File: config.mk
export PLATFORM = sky130hd
export DESIGN_NAME = spi_byte_receiver_flat
export DESIGN_NICKNAME = d
export VERILOG_FILES = /design/src/rtl/spi_pkg.sv /design/src/rtl/spi_byte_receiver_if.sv /design/src/rtl/spi_sync_edge.sv /design/src/rtl/spi_byte_receiver.sv /design/src/flat_wrapper.sv
export SDC_FILE = /design/constraint.sdc
export NUM_CORES = 1
export LEC_CHECK = 0
export BUFFER_PORTS_ARGS = -buffer_cell sky130_fd_sc_hd__buf_2
export CORE_MARGIN = 2
export CORE_UTILIZATION = 47
export CTS_BUF_LIST = sky130_fd_sc_hd__clkbuf_16
export DETAILED_ROUTE_END_ITERATION = 8
export GPL_ROUTABILITY_DRIVEN = 0
export GPL_TIMING_DRIVEN = 0
export PLACE_DENSITY_LB_ADDON = 0.05
export SETUP_SLACK_MARGIN = 0.05
export SLEW_MARGIN = 25
export SYNTH_ARGS = -nofsm -noshare
export SYNTH_HDL_FRONTEND = slang
export SYNTH_SLANG_ARGS = --single-unit
File: constraint.sdc
create_clock -name clk -period 1.7 [get_ports clk]
set_input_delay 0.34 -clock clk [delete_from_list [all_inputs] [get_ports clk]]
set_output_delay 0.34 -clock clk [all_outputs]
set_load 0.02 [all_outputs]
File: src/rtl/spi_pkg.sv
// Shared types and helpers for the SPI byte receiver.
package spi_pkg;

  localparam int SPI_DATA_W = 8;

  typedef enum logic {
    IDLE,
    SHIFT
  } spi_rx_state_t;

  // Zero-extension does not change parity, so one width serves every DATA_W up to 32.
  function automatic logic odd_parity(input logic [31:0] data);
    return ~^data;
  endfunction

endpackage

File: src/rtl/spi_byte_receiver_if.sv
// SPI pins plus received-byte outputs; master drives the pins, slave is the receiver.
interface spi_byte_receiver_if import spi_pkg::*; #(
  parameter int DATA_W = SPI_DATA_W
);

  logic              spi_sclk;
  logic              spi_mosi;
  logic              spi_cs_n;
  logic [DATA_W-1:0] rx_data;
  logic              rx_valid;
  logic              frame_err;
  logic              parity_err;
  logic              busy;

  modport master (
    output spi_sclk, spi_mosi, spi_cs_n,
    input  rx_data, rx_valid, frame_err, parity_err, busy
  );

  modport slave (
    input  spi_sclk, spi_mosi, spi_cs_n,
    output rx_data, rx_valid, frame_err, parity_err, busy
  );

endinterface

File: src/rtl/spi_sync_edge.sv
// Multi-stage synchroniser for one async pin, with registered-history rise/fall strobes.
module spi_sync_edge #(
  parameter int   SYNC_STAGES = 2,
  parameter logic RESET_VAL   = 1'b0
) (
  input  logic clk,
  input  logic rst_n,
  input  logic raw,
  output logic sync,
  output logic rise,
  output logic fall
);

  logic [SYNC_STAGES-1:0] chain;
  logic                   prev;

  // Preset to the pin's idle level so reset release never fakes an edge.
  always_ff @(posedge clk or negedge rst_n) begin
    if (!rst_n) begin
      chain <= {SYNC_STAGES{RESET_VAL}};
      prev  <= RESET_VAL;
    end else begin
      chain <= {chain[SYNC_STAGES-2:0], raw};
      prev  <= chain[SYNC_STAGES-1];
    end
  end

  assign sync = chain[SYNC_STAGES-1];
  assign rise = sync & ~prev;
  assign fall = ~sync & prev;

endmodule

File: src/rtl/spi_byte_receiver.sv
// System-clocked SPI mode-0 slave receiver, MSB first, framed by cs_n.
// Optional odd-parity bit per frame enabled by defining SPI_RX_PARITY_EN.
module spi_byte_receiver import spi_pkg::*; #(
  parameter int DATA_W      = SPI_DATA_W,
  parameter int SYNC_STAGES = 2
) (
  input  logic               clk,
  input  logic               rst_n,
  spi_byte_receiver_if.slave bus
);

`ifdef SPI_RX_PARITY_EN
  localparam int FRAME_LEN = DATA_W + 1;
`else
  localparam int FRAME_LEN = DATA_W;
`endif
  // The last frame bit is never stored; it is combined directly at completion.
  localparam int               SHIFT_W  = FRAME_LEN - 1;
  localparam int               CNT_W    = $clog2(DATA_W + 2);
  localparam logic [CNT_W-1:0] LAST_CNT = CNT_W'(FRAME_LEN - 1);

  logic sclk_rise, sclk_level_unused, sclk_fall_unused;
  logic cs_rise, cs_fall, cs_level_unused;
  logic mosi_sync, mosi_rise_unused, mosi_fall_unused;

  spi_rx_state_t     state, state_next;
  logic [CNT_W-1:0]  bit_cnt, bit_cnt_next;
  logic [SHIFT_W-1:0] shift_reg, shift_next;
  logic [DATA_W-1:0] rx_data_q, rx_data_next;
  logic              rx_valid_q, rx_valid_next;
  logic              frame_err_q, frame_err_next;

  spi_sync_edge #(.SYNC_STAGES(SYNC_STAGES), .RESET_VAL(1'b0)) u_sclk_sync (
    .clk(clk), .rst_n(rst_n), .raw(bus.spi_sclk),
    .sync(sclk_level_unused), .rise(sclk_rise), .fall(sclk_fall_unused)
  );

  spi_sync_edge #(.SYNC_STAGES(SYNC_STAGES), .RESET_VAL(1'b1)) u_cs_sync (
    .clk(clk), .rst_n(rst_n), .raw(bus.spi_cs_n),
    .sync(cs_level_unused), .rise(cs_rise), .fall(cs_fall)
  );

  spi_sync_edge #(.SYNC_STAGES(SYNC_STAGES), .RESET_VAL(1'b0)) u_mosi_sync (
    .clk(clk), .rst_n(rst_n), .raw(bus.spi_mosi),
    .sync(mosi_sync), .rise(mosi_rise_unused), .fall(mosi_fall_unused)
  );

`ifdef SPI_RX_PARITY_EN
  logic parity_err_q, parity_err_next;
`endif

  always_ff @(posedge clk or negedge rst_n) begin
    if (!rst_n) begin
      state       <= IDLE;
      bit_cnt     <= '0;
      shift_reg   <= '0;
      rx_data_q   <= '0;
      rx_valid_q  <= 1'b0;
      frame_err_q <= 1'b0;
    end else begin
      state       <= state_next;
      bit_cnt     <= bit_cnt_next;
      shift_reg   <= shift_next;
      rx_data_q   <= rx_data_next;
      rx_valid_q  <= rx_valid_next;
      frame_err_q <= frame_err_next;
    end
  end

  // cs_rise outranks a coincident sclk_rise, so that bit is dropped.
  always_comb begin
    state_next     = state;
    bit_cnt_next   = bit_cnt;
    shift_next     = shift_reg;
    rx_data_next   = rx_data_q;
    rx_valid_next  = 1'b0;
    frame_err_next = 1'b0;
`ifdef SPI_RX_PARITY_EN
    parity_err_next = 1'b0;
`endif
    case (state)
      IDLE: begin
        if (cs_fall) begin
          state_next   = SHIFT;
          bit_cnt_next = '0;
        end
      end
      SHIFT: begin
        if (cs_rise) begin
          state_next     = IDLE;
          frame_err_next = (bit_cnt != '0);
          bit_cnt_next   = '0;
        end else if (sclk_rise) begin
          shift_next = {shift_reg[SHIFT_W-2:0], mosi_sync};
          if (bit_cnt == LAST_CNT) begin
            bit_cnt_next = '0;
`ifdef SPI_RX_PARITY_EN
            if (mosi_sync == odd_parity(32'(shift_reg))) begin
              rx_data_next  = shift_reg;
              rx_valid_next = 1'b1;
            end else begin
              parity_err_next = 1'b1;
            end
`else
            rx_data_next  = {shift_reg, mosi_sync};
            rx_valid_next = 1'b1;
`endif
          end else begin
            bit_cnt_next = bit_cnt + CNT_W'(1);
          end
        end
      end
      default: state_next = IDLE;
    endcase
  end

`ifdef SPI_RX_PARITY_EN
  always_ff @(posedge clk or negedge rst_n) begin
    if (!rst_n) parity_err_q <= 1'b0;
    else        parity_err_q <= parity_err_next;
  end
  assign bus.parity_err = parity_err_q;
`else
  assign bus.parity_err = 1'b0;
`endif

  assign bus.rx_data   = rx_data_q;
  assign bus.rx_valid  = rx_valid_q;
  assign bus.frame_err = frame_err_q;
  assign bus.busy      = (state != IDLE);

endmodule

File: src/flat_wrapper.sv
// flat-port wrapper written by rule: the top's interface ports become plain ports
module spi_byte_receiver_flat import spi_pkg::*;
#(
  parameter int DATA_W      = SPI_DATA_W,
  parameter int SYNC_STAGES = 2
)
  (clk, rst_n, bus_spi_sclk, bus_spi_mosi, bus_spi_cs_n, bus_rx_data, bus_rx_valid, bus_frame_err, bus_parity_err, bus_busy);
  spi_byte_receiver_if #(.DATA_W(DATA_W)) bus_i ();
  input  logic clk;
  input  logic rst_n;
  input wire logic [$bits(bus_i.spi_sclk)-1:0] bus_spi_sclk;
  input wire logic [$bits(bus_i.spi_mosi)-1:0] bus_spi_mosi;
  input wire logic [$bits(bus_i.spi_cs_n)-1:0] bus_spi_cs_n;
  output wire logic [$bits(bus_i.rx_data)-1:0] bus_rx_data;
  output wire logic [$bits(bus_i.rx_valid)-1:0] bus_rx_valid;
  output wire logic [$bits(bus_i.frame_err)-1:0] bus_frame_err;
  output wire logic [$bits(bus_i.parity_err)-1:0] bus_parity_err;
  output wire logic [$bits(bus_i.busy)-1:0] bus_busy;
  assign bus_i.spi_sclk = bus_spi_sclk;
  assign bus_i.spi_mosi = bus_spi_mosi;
  assign bus_i.spi_cs_n = bus_spi_cs_n;
  assign bus_rx_data = bus_i.rx_data;
  assign bus_rx_valid = bus_i.rx_valid;
  assign bus_frame_err = bus_i.frame_err;
  assign bus_parity_err = bus_i.parity_err;
  assign bus_busy = bus_i.busy;
  spi_byte_receiver #(.DATA_W(DATA_W), .SYNC_STAGES(SYNC_STAGES)) u_core (.clk(clk), .rst_n(rst_n), .bus(bus_i));
endmodule
==> flow_summary_export.csv <==
group,metric,value,unit
drt,viasPerCell,5.175,
placement,io_buffers,15,
layout,synthToLayoutAreaGrowth,21.67,%
layout,largest_register_ffs,8,
floorplan,rows,18,
critical_path,crit_chain,"nand2b_4 > nand3_4 > or2_1 > buf_6 > mux2_4",
synth,synth_edf_count,0,
synth,syn-num-nets,95,
outcome,status,"complete, no violations",
sta,hold_violations,0,
synth,synth_area_leader_cell,"dfrtp_1",
synth,synth_top_area_frac,0.5493,
global_route,grt_overflow,0,
hold_path,hold_path_class,"input pin to asynchronous set/reset pin",
synth,synth_cell_types,28,
critical_path,critPathSlowestCell,"dfstp_2",
placement,hpwl,1.248,mm
power_and_ir_drop,ir_drop,1.001,mV
critical_path,cp-end-kind,"register",
floorplan,coreArea,0.002477,mm^2
synth,synthArstFlopShare,1.000,
layout,multi_input_comb_area,441.7,um^2
critical_path,cp_data_arrival_time,1.74,ns
synth,synthTopCellsByArea,"dfrtp_1, mux2_4, dfstp_2",
placement,post-place-ws,-0.003671,ns
power_and_ir_drop,power_density,1250,mW/mm^2
synth,seq_area_frac_synth,0.6134,
global_route,grt_pass1_vias,719,
sta,setup_slack,0.1180,ns
drt,drc,0,
sta,setup_viol,0,
drt,wl,1.937,mm
synth,yosysMostFrequentCell,"dfrtp_1",
layout,nets,119,
drt,num_vias,740,
sta,fmax,0.6321,GHz
global_route,grt_pass1_wl,3.194,mm
placement,placed_area,0.001343,mm^2
clock_tree,cts_tree,"built",
sta,rsz0062_at_grt,"false",
global_route,grt_use_total,0.1636,
power_and_ir_drop,leakage,0.7557,nW
global_route,antenna_found_initial,0,
sta,tightest_slew,0.6218,ns
critical_path,cpPeakStageDelay,0.55,ns
synth,synth_common_cells,"dfrtp_1, mux2_4, mux2_2",
layout,fillers,215,
sta,relSlewSlack,0.5854,
synth,synth_area,0.001230,mm^2
drt,dr.pass1.iters,3,
sta,period_minus_slack,1.582,ns
critical_path,critPathMaxFanout,9,
critical_path,path_delay_family,"flip-flops",
global_route,grt_max_degree,31,
floorplan,ioPinCount,17,
drt,wl_per_cell,13.55,um
drt,final_antenna_net_count,0,
layout,final_area,0.001496,mm^2
clock_tree,cts_buffers,5,
critical_path,crit_path_start_kind,"register",
sta,fin_crit_sh,0.9306,
drt,dr.first_iter.drc_count,6,
clock_tree,clock_path_buffers,2,
floorplan,start_util,0.4965,
floorplan,die_y,55.16,um
synth,syn_inst,88,
synth,synth-main-ff-cell,"dfrtp_1",
run,drv_cap,0,
synth,synth_area_per_cell,13.98,um^2
clock_tree,clk_pin_slew,0.05,ns
layout,drive_gt1_frac,0.4248,
clock_tree,h-tree-depth,2,
floorplan,die_w,55.16,um
sta,clock_skew,0.005083,ns
layout,antenna_cells,0,
critical_path,crit_required,1.86,ns
synth,yosys_register_bits,30,
floorplan,die-area,0.003042,mm^2
clock_tree,clock_latency,0.27,ns
clock_tree,cts-root-buf,"clkbuf_16",
clock_tree,clock-sinks,30,
layout,seqCellArea,755.7,um^2
critical_path,critPathKind,"register to register",
critical_path,worst-path-buf-inv,1,
synth,ys_warn_count,0,
clock_tree,cts_hold_buf,0,
sta,final_max_slew_viol_count,0,
what timing repair did:
item                       4_1_cts  5_1_grt
gates cloned                     0        0
buffers inserted                 1        1
resized for setup                0        1
setup endpoints to repair        8        8
power breakdown:
group	switching (mW)	internal [mW]	total, mW
logic	0.0804	0.0953	0.176
registers	0.0718	0.815	0.887
clock network	0.283	0.526	0.809
cell families (layout without fill, tap and decap cells):
group	count (synthesis)	in the layout	share of synthesized area
flops	30	30	0.6134
simple gates	19	19	0.1007
compound gates	15	15	0.07324
mux	15	15	0.1618
buf+inv	6	31	0.02746
fa+ha+maj	2	2	0.02034
other cells	1	1	0.003049
through the flow:
step	cells	setup TNS (ns)	total power [mW]	util	hold slack, ns
3_3_place_gp	133	0	1.060	0.5419	0.3346
3_5_place_dp	133	-0.01109	1.071	0.5419	0.3372
5_1_grt	143	0	1.972	0.6040	0.1487
6_report	143	0	1.871	0.6040	0.07859
2_1_floorplan	88	0	1.008	-	0.04441
4_1_cts	142	0	1.904	0.6005	0.1099
cell usage in the layout, fill, tap and decap left out, types with 2 or more instances in the layout:
cell	instances
nand2_1	3
dfrtp_1	26
dfstp_2	3
clkbuf_16	5
nand2b_1	2
mux2_2	7
nor2_1	2
ha_1	2
a211oi_1	2
a21oi_1	6
buf_4	3
nand3_1	4
o21ai_0	4
or2_1	2
mux2_4	8
buf_2	15
inv_1	3
per-layer routing:
layer,share of wire,up-vias,GRT usage
li1,-,356,-
met1,0.46,362,0.1834
met2,0.46,17,0.2440
met3,0.060,5,0.08871
met4,0.016,0,0.09756
met5,0,-,0
cell type report:
class,instances,share of cell area
Clock inverter,3,0.008361
Inverter,3,0.007525
Buffer,3,0.01505
Clock buffer,5,0.08361
Timing Repair Buffer,17,0.06020
Sequential cell,30,0.5050
Multi-Input combinational cell,52,0.2951
Tap cell,30,0.02508
path summary, 6_finish.rpt:
check	from	endpoint	slack, ns	depth (start not counted)
worst max register to register	u_core.u_cs_sync.prev$_DFF_PN1_	u_core.bus.rx_data[1]$_DFFE_PN0P_	0.12	5
worst max-delay path	u_core.u_cs_sync.prev$_DFF_PN1_	u_core.bus.rx_data[1]$_DFFE_PN0P_	0.12	5
worst min register to register	u_core.u_sclk_sync.chain[0]$_DFF_PN0_	u_core.u_sclk_sync.chain[1]$_DFF_PN0_	0.35	0
worst min-delay path	rst_n	u_core.bus.frame_err$_DFF_PN0_	0.08	1
min in group clk	bus_spi_cs_n	u_core.u_cs_sync.chain[0]$_DFF_PN1_	0.17	1
max in group asynchronous	rst_n	u_core.bit_cnt[0]$_DFFE_PN0P_	1.18	1
Power figures use the tool's default switching activity.
